[config.mk]
export PLATFORM = sky130hd
export DESIGN_NAME = sram_like_arb
export DESIGN_NICKNAME = d
export VERILOG_FILES = /design/src/rtl/sram_like_pkg.sv /design/src/rtl/sram_like_arb_pick.sv /design/src/rtl/sram_like_arb.sv
export SDC_FILE = /design/constraint.sdc
export NUM_CORES = 1
export LEC_CHECK = 0
export BUFFER_PORTS_ARGS = -buffer_cell sky130_fd_sc_hd__buf_2
export CAP_MARGIN = 20
export CELL_PAD_IN_SITES_DETAIL_PLACEMENT = 0
export CELL_PAD_IN_SITES_GLOBAL_PLACEMENT = 2
export CORE_MARGIN = 2
export CORE_UTILIZATION = 25
export CTS_CLUSTER_DIAMETER = 80
export DETAILED_ROUTE_END_ITERATION = 8
export GPL_TIMING_DRIVEN = 0
export PLACE_DENSITY_LB_ADDON = 0.1
export SLEW_MARGIN = 20
export SYNTH_ARGS = -nofsm -noshare
export SYNTH_HDL_FRONTEND = slang
export SYNTH_SLANG_ARGS = --single-unit
[constraint.sdc]
create_clock -name clk -period 2.55 [get_ports clk]
set_input_delay 0.255 -clock clk [delete_from_list [all_inputs] [get_ports clk]]
set_output_delay 0.255 -clock clk [all_outputs]
set_load 0.02 [all_outputs]
[src/rtl/sram_like_pkg.sv]
// Shared encodings for the sram-like bus arbiter: FSM states, owner codes,
// transfer size codes and the request-field bundle carried on the port.
package sram_like_pkg;

  localparam logic [1:0] ST_IDLE      = 2'd0;
  localparam logic [1:0] ST_REQ       = 2'd1;
  localparam logic [1:0] ST_WAIT_DATA = 2'd2;

  localparam logic OWN_INST = 1'b0;
  localparam logic OWN_DATA = 1'b1;

  localparam logic [1:0] SZ_BYTE = 2'b00;
  localparam logic [1:0] SZ_HALF = 2'b01;
  localparam logic [1:0] SZ_WORD = 2'b10;

  // Request fields that travel with m_req.
  typedef struct packed {
    logic        wr;
    logic [1:0]  size;
    logic [31:0] addr;
    logic [31:0] wdata;
  } sl_req_t;

endpackage

[src/rtl/sram_like_arb_pick.sv]
// Combinational winner selection for the sram-like arbiter.
// ARB_RR_EN defined: a tie goes to the side that did not win last time.
// ARB_RR_EN undefined: fixed priority, data wins a tie.
// A lone requester always wins.
module sram_like_arb_pick
  import sram_like_pkg::*;
(
  input  logic inst_req,
  input  logic data_req,
  input  logic last_grant,
  output logic winner
);

`ifdef ARB_RR_EN
  // Round-robin on a tie, otherwise whoever is asking.
  always_comb begin
    winner = OWN_INST;
    if (inst_req && data_req) winner = ~last_grant;
    else if (data_req)        winner = OWN_DATA;
  end
`else
  // Fixed priority has no history; last_grant is deliberately ignored.
  logic unused_last_grant;
  assign unused_last_grant = last_grant;

  // Data side wins any tie.
  always_comb begin
    winner = OWN_INST;
    if (data_req) winner = OWN_DATA;
  end
`endif

endmodule

[src/rtl/sram_like_arb.sv]
// Two-into-one arbiter for the sram-like bus (inst fetch + data access).
// One transaction outstanding; the grant is locked from request through
// data return. Optional macro ARB_RR_EN selects round-robin tie breaking
// instead of fixed data-first priority.
module sram_like_arb
  import sram_like_pkg::*;
(
  input  logic        clk,
  input  logic        rst,

  input  logic        inst_req,
  input  logic        inst_wr,
  input  logic [1:0]  inst_size,
  input  logic [31:0] inst_addr,
  input  logic [31:0] inst_wdata,
  output logic        inst_addr_ok,
  output logic        inst_data_ok,
  output logic [31:0] inst_rdata,

  input  logic        data_req,
  input  logic        data_wr,
  input  logic [1:0]  data_size,
  input  logic [31:0] data_addr,
  input  logic [31:0] data_wdata,
  output logic        data_addr_ok,
  output logic        data_data_ok,
  output logic [31:0] data_rdata,

  output logic        m_req,
  output logic        m_wr,
  output logic [1:0]  m_size,
  output logic [31:0] m_addr,
  output logic [31:0] m_wdata,
  input  logic        m_addr_ok,
  input  logic        m_data_ok,
  input  logic [31:0] m_rdata,

  output logic        busy
);

  logic [1:0] state_q;
  logic       owner_q;
  logic       last_grant;
  logic       winner;
  logic       sel;
  logic       sel_req;
  logic       idle_grant;
  logic       req_grant;
  logic       grant_act;
  logic       accept;
  logic       wait_done;
  sl_req_t    inst_f, data_f, sel_f, hold_q, m_f;

  assign inst_f = '{wr: inst_wr, size: inst_size, addr: inst_addr, wdata: inst_wdata};
  assign data_f = '{wr: data_wr, size: data_size, addr: data_addr, wdata: data_wdata};

  sram_like_arb_pick u_pick (
    .inst_req   (inst_req),
    .data_req   (data_req),
    .last_grant (last_grant),
    .winner     (winner)
  );

  // In IDLE the fresh winner is served; afterwards the grant is locked.
  assign sel     = (state_q == ST_IDLE) ? winner : owner_q;
  assign sel_req = sel ? data_req : inst_req;
  assign sel_f   = sel ? data_f : inst_f;

  // rst gates the combinational IDLE grant so nothing leaks out while held in reset.
  assign idle_grant = rst && (state_q == ST_IDLE) && (inst_req || data_req);
  assign req_grant  = (state_q == ST_REQ) && sel_req;
  assign grant_act  = idle_grant || req_grant;
  assign accept     = grant_act && m_addr_ok;
  // data_ok only counts while a transfer is actually outstanding; strays drop here.
  assign wait_done  = (state_q == ST_WAIT_DATA) && m_data_ok;

  // Shared-port field mux: winner/owner while requesting, latched copy while waiting.
  always_comb begin
    m_f = '0;
    case (state_q)
      ST_IDLE:      if (idle_grant) m_f = sel_f;
      ST_REQ:       m_f = sel_f;
      ST_WAIT_DATA: m_f = hold_q;
      default:      m_f = '0;
    endcase
  end

  assign m_req   = grant_act;
  assign m_wr    = m_f.wr;
  assign m_size  = m_f.size;
  assign m_addr  = m_f.addr;
  assign m_wdata = m_f.wdata;

  assign inst_addr_ok = accept && (sel == OWN_INST);
  assign data_addr_ok = accept && (sel == OWN_DATA);
  assign inst_data_ok = wait_done && (owner_q == OWN_INST);
  assign data_data_ok = wait_done && (owner_q == OWN_DATA);
  assign inst_rdata   = m_rdata;
  assign data_rdata   = m_rdata;

  assign busy = (state_q != ST_IDLE) || idle_grant;

  // Grant FSM and owner register.
  always_ff @(posedge clk or negedge rst) begin
    if (!rst) begin
      state_q <= ST_IDLE;
      owner_q <= OWN_INST;
    end else begin
      case (state_q)
        ST_IDLE: if (idle_grant) begin
          owner_q <= winner;
          state_q <= m_addr_ok ? ST_WAIT_DATA : ST_REQ;
        end
        ST_REQ: if (!sel_req) begin
          state_q <= ST_IDLE;
          owner_q <= OWN_INST;
        end else if (m_addr_ok) begin
          state_q <= ST_WAIT_DATA;
        end
        ST_WAIT_DATA: if (m_data_ok) state_q <= ST_IDLE;
        default: state_q <= ST_IDLE;
      endcase
    end
  end

  // Capture the accepted request so the port fields stay put while waiting.
  always_ff @(posedge clk or negedge rst) begin
    if (!rst)        hold_q <= '0;
    else if (accept) hold_q <= sel_f;
  end

`ifdef ARB_RR_EN
  // Remember who was last accepted to break the next tie the other way.
  always_ff @(posedge clk or negedge rst) begin
    if (!rst)        last_grant <= OWN_INST;
    else if (accept) last_grant <= sel;
  end
`else
  assign last_grant = OWN_INST;
`endif

endmodule
[After elaboration in Yosys (flattened, before gate mapping)]
Cells that the tools add are included.
Operators by class
  equality and inequality tests: 6
  muxes and demuxes: 15
  bitwise operators: 2
  reductions and logical operators: 17
Operators by type and width (number)
  67-bit one-hot mux with 3 select lines: 1
  67-bit two-way mux: 2
  2-bit two-way mux: 5
  1-bit logical AND: 9
  2-bit != test (second input constant): 3
  2-bit one-hot mux with 3 select lines: 1
  3-bit AND reduction: 2
  1-bit two-way mux: 5
  2-bit nonzero test: 2
  1-bit logical OR: 3
  3-bit != test (second input constant): 1
  2-bit by 1-bit == test with 1-bit output (second input constant): 1
  2-bit == test (second input constant): 1
  2-bit zero test: 1
  1-bit NOT: 2
  1-bit one-hot mux with 2 select lines: 1
Word-level totals
  input port bits: 172
  output and inout bits: 137
  logic and storage cells: 46
  flip-flop bits (word level): 70

[Logic depth before layout (Yosys ltp)]
  depth after elaboration: 7
  mapped depth: 8
  depth with buffers taken out: 4

[Modules after synthesis]
Synthesis repeated with hierarchy kept, for this count alone.
Second synthesis, totals
  cell total of the unflattened synthesis: 705
  area total of the unflattened synthesis: 6327.3 µm²
By module, submodules not included
  sram_like_arb: instances 1, sequential area each 1751.7 µm², cells each 704, area an instance 6319.8 µm²
  sram_like_arb_pick: instances 1, sequential area each 0.0 µm², cells each 1, area an instance 7.5 µm²

[Least setup slack after synthesis]
Ideal clock, no wire load.
  path kind: reg-to-output
  start point: reg state_q[0]
  end point: out m_addr[12]
  required time: 2.295 ns
  arrival time: 1.737 ns
  path buffers: 3
  slack: 0.558 ns
  stages on the path, launching flop included: 8
  cells stage by stage: dfrtp_1 buf_2 nor2_4 mux2i_4 buf_4 buf_6 mux2i_1 o22ai_1
Between the ends
  cells in the longest elaborated chain, start to end: 5
  elaborated cells between the ends (all ways): 9
  those cells by class: eq/ne: 2; mux: 4; reduce/logical: 3
RTL lines
  start: declaration: line sram_like_arb.sv:41  | logic [1:0] state_q;
  start signal: assignment: line sram_like_arb.sv:112  | state_q <= m_addr_ok ? ST_WAIT_DATA : ST_REQ;
  2-bit zero test: line sram_like_arb.sv:65, sram_like_arb.sv:70, sram_like_arb.sv:80
  1-bit two-way mux or 1-bit logical AND (tied branches): line sram_like_arb.sv:65, sram_like_arb.sv:70
  67-bit two-way mux or 1-bit logical AND (tied branches): line sram_like_arb.sv:67, sram_like_arb.sv:70
  67-bit two-way mux: line sram_like_arb.sv:81  | ST_IDLE: if (idle_grant) m_f = sel_f;
  67-bit one-hot mux with 3 select lines *: line sram_like_arb.sv:80  | case (state_q)
  end: declaration: line sram_like_arb.sv:32  | output logic [31:0] m_addr,
Every way passes the cells marked *; elsewhere a longest branch is shown, timed or not.

[Worst setup path after layout]
  start point: reg state_q[1]
  end point: out m_addr[16]
Same word-level chain as after synthesis.

==> run metrics <==
Die Width 139 um; Area after DPL 6270 um^2; RSZ-0062 raised after global routing true; CTS tree done; initial antenna violation count 1; leakage power 4.07 nW; hpwl dp 11,000 um; fmax 403 MHz; H-tree depth 3; Worst Skew 6.48 ps; Max Slew Vio Count 0; Starting Density 25.5%; Ys Warns 0; DRT iter0 DRCs 111; Final Hold Viols 0; status completed; crit path max fanout 5; DRT Pass-1 Iters 5; Yosys top cell area share 38.2%; clk sinks 70; Pwr Total 5.75 mW; Slew headroom 62.5%; share of cells above drive strength 1 54.3%; first-pass GRT wire length 22,300 um; Clock Latency Late Sink 330 ps; Mean Syn Cell Area 9.94 um^2; Period Utilization, post-route 97.2%; number of diodes 0; Post-Syn Instances 461; hold slack 138 ps; Syn-to-layout area delta 50.4%; Reg clk slew, reported paths 50 ps; fin util 38.4%; drt total wl 14,600 um; vias in the first global route 4,326; Worst Path Arrival 2220 ps; area leader, netlist dfrtp_1; sequential share of the synthesized area 38.2%; CTS max path bufs 2; Site Rows 49; syn_nets 633; Vias 4,306; remaining antenna violation count 0; setup violators final 0; peak supply drop 311 uV; # IOs 309; setup TNS 0 ps; crit end category output pin; total track usage 14.5%; Synth cell types 23; Core Box Area 18,000 um^2; Fillers 1,865; largest cells by area after synthesis dfrtp_1 (38%), mux2i_1 (29%), buf_4 (11%); power density cells 834 nW/um^2; max-cap viol count 0; Layout Nets 934; Netlist Area Pre-Place 4580 um^2; largest net degree at the start of global routing 39; die area 19,400 um^2; Tightest Pin Transition 563 ps; Worst setup SP type flip-flop; Port Buffers 276; DIE HEIGHT 139 um; Remaining DRCs 0; fin area 6900 um^2; Crit Path Class reg -> out; CTS buffer count 9; routed len/inst 14.7 um; Seq cells post-synth 70; Crit path required time 2300 ps; grt ovf 0; routability cong. 0.703; Clock Tree Root clkbuf_16; fin crit period 2480 ps; detailed-route vias per instance 4.33; Hold WC Path Type in -> reg
[report_power, final]
part	switching (mW)	internal, mW	total (mW)
Clock	0.473	0.700	1.17
Sequential	0.129	1.60	1.73
Combinational	1.64	1.20	2.85
Total	2.24	3.51	5.75
[synth_stat cells, drive strengths merged]
| master | count |
|---|---|
| dfrtp | 70 |
| nor3 | 1 |
| o22ai | 67 |
| o21ai | 3 |
| clkbuf | 14 |
| nand2b | 2 |
| nand2 | 2 |
| a211oi | 1 |
| and3 | 2 |
| nand3b | 1 |
| nor2 | 4 |
| a21oi | 3 |
| o21bai | 1 |
| nor2b | 2 |
| nor3b | 1 |
| buf | 82 |
| mux2i | 136 |
| inv | 68 |
| o21a | 1 |
[final cells by class]
cell class / instances / area [um^2] / share of cell area [%]
repair buffers: 291 / 1570 / 22.8
inverters: 68 / 255 / 3.70
plain buffers: 95 / 686 / 9.94
flip-flops and latches: 70 / 1750 / 25.4
multi-input cells: 227 / 2070 / 30.0
clock buffers: 11 / 253 / 3.67
well taps: 229 / 287 / 4.16
clock inverters: 4 / 22.5 / 0.327
[cell usage in the layout (no fill, tap or decap), drive strengths merged, types with 3 or more instances in the layout]
master / count
clkinv: 3
mux2i: 136
buf: 369
clkbuf: 26
dfrtp: 70
a21oi: 3
inv: 68
o21ai: 3
o22ai: 67
nor2: 4
[state kept, by name (all words and copies together), names as in the netlist]
register and cells:
hold_q 67, state_q 2, owner_q 1
[through the flow]
stage / worst slack, ps / std cells
floorplan: 558 / 461
global placement: -778 / 966
detailed placement: -78.2 / 967
CTS: 14.2 / 991
global route: -17.7 / 995
finish: 71.1 / 995
[layer usage]
metal / share of wire [%] / track usage, % / wire length, um
met1: 42 / 17.7 / 6080
met2: 48 / 24.6 / 7060
met3: 8.1 / 3.79 / 1190
met4: 1.9 / 5.69 / 274
met5: 0.089 / 0 / 13
[worst paths after layout]
| check | slack, ps | cells past startpoint | start | endpoint |
|---|---|---|---|---|
| max | 70 | 8 | state_q[1] | m_addr[16] |
| min | 140 | 2 | m_addr_ok | state_q[0] |
| max reg2reg | 690 | 7 | state_q[1] | hold_q[44] |
| min reg2reg | 520 | 2 | hold_q[62] | hold_q[62] |
| max in group asynchronous | 1660 | 3 | rst | hold_q[8] |
| min in group asynchronous | 650 | 3 | rst | hold_q[47] |
[worst max-delay path, cell delays in order, from the launching register on]
cell and delay (ps):
dfrtp_2 440, nor2_4 160, mux2i_4 260, buf_6 150, buf_12 120, bufbuf_16 270, mux2i_4 220, o22ai_1 90
buf_2 180
[kinds of logic after synthesis]
logic type	after synthesis	synth area share (%)
buffers and inverters	164	19.6
muxes	136	30.0
and+or+nand+nor	15	1.91
AOI/OAI and AO/OA	76	10.3
DFF	70	38.2
[repair_timing]
item / 4_1_cts / 5_1_grt
setup buffers: 7 / 4
hold endpoints to repair: 32 / 0
pin swaps: 1 / 3
hold buffers: 2 / 0
gates resized for setup: 29 / 22
gates cloned: 1 / 0
setup endpoints to repair: 68 / 62
No activity file was read; power rests on OpenSTA's default activity.
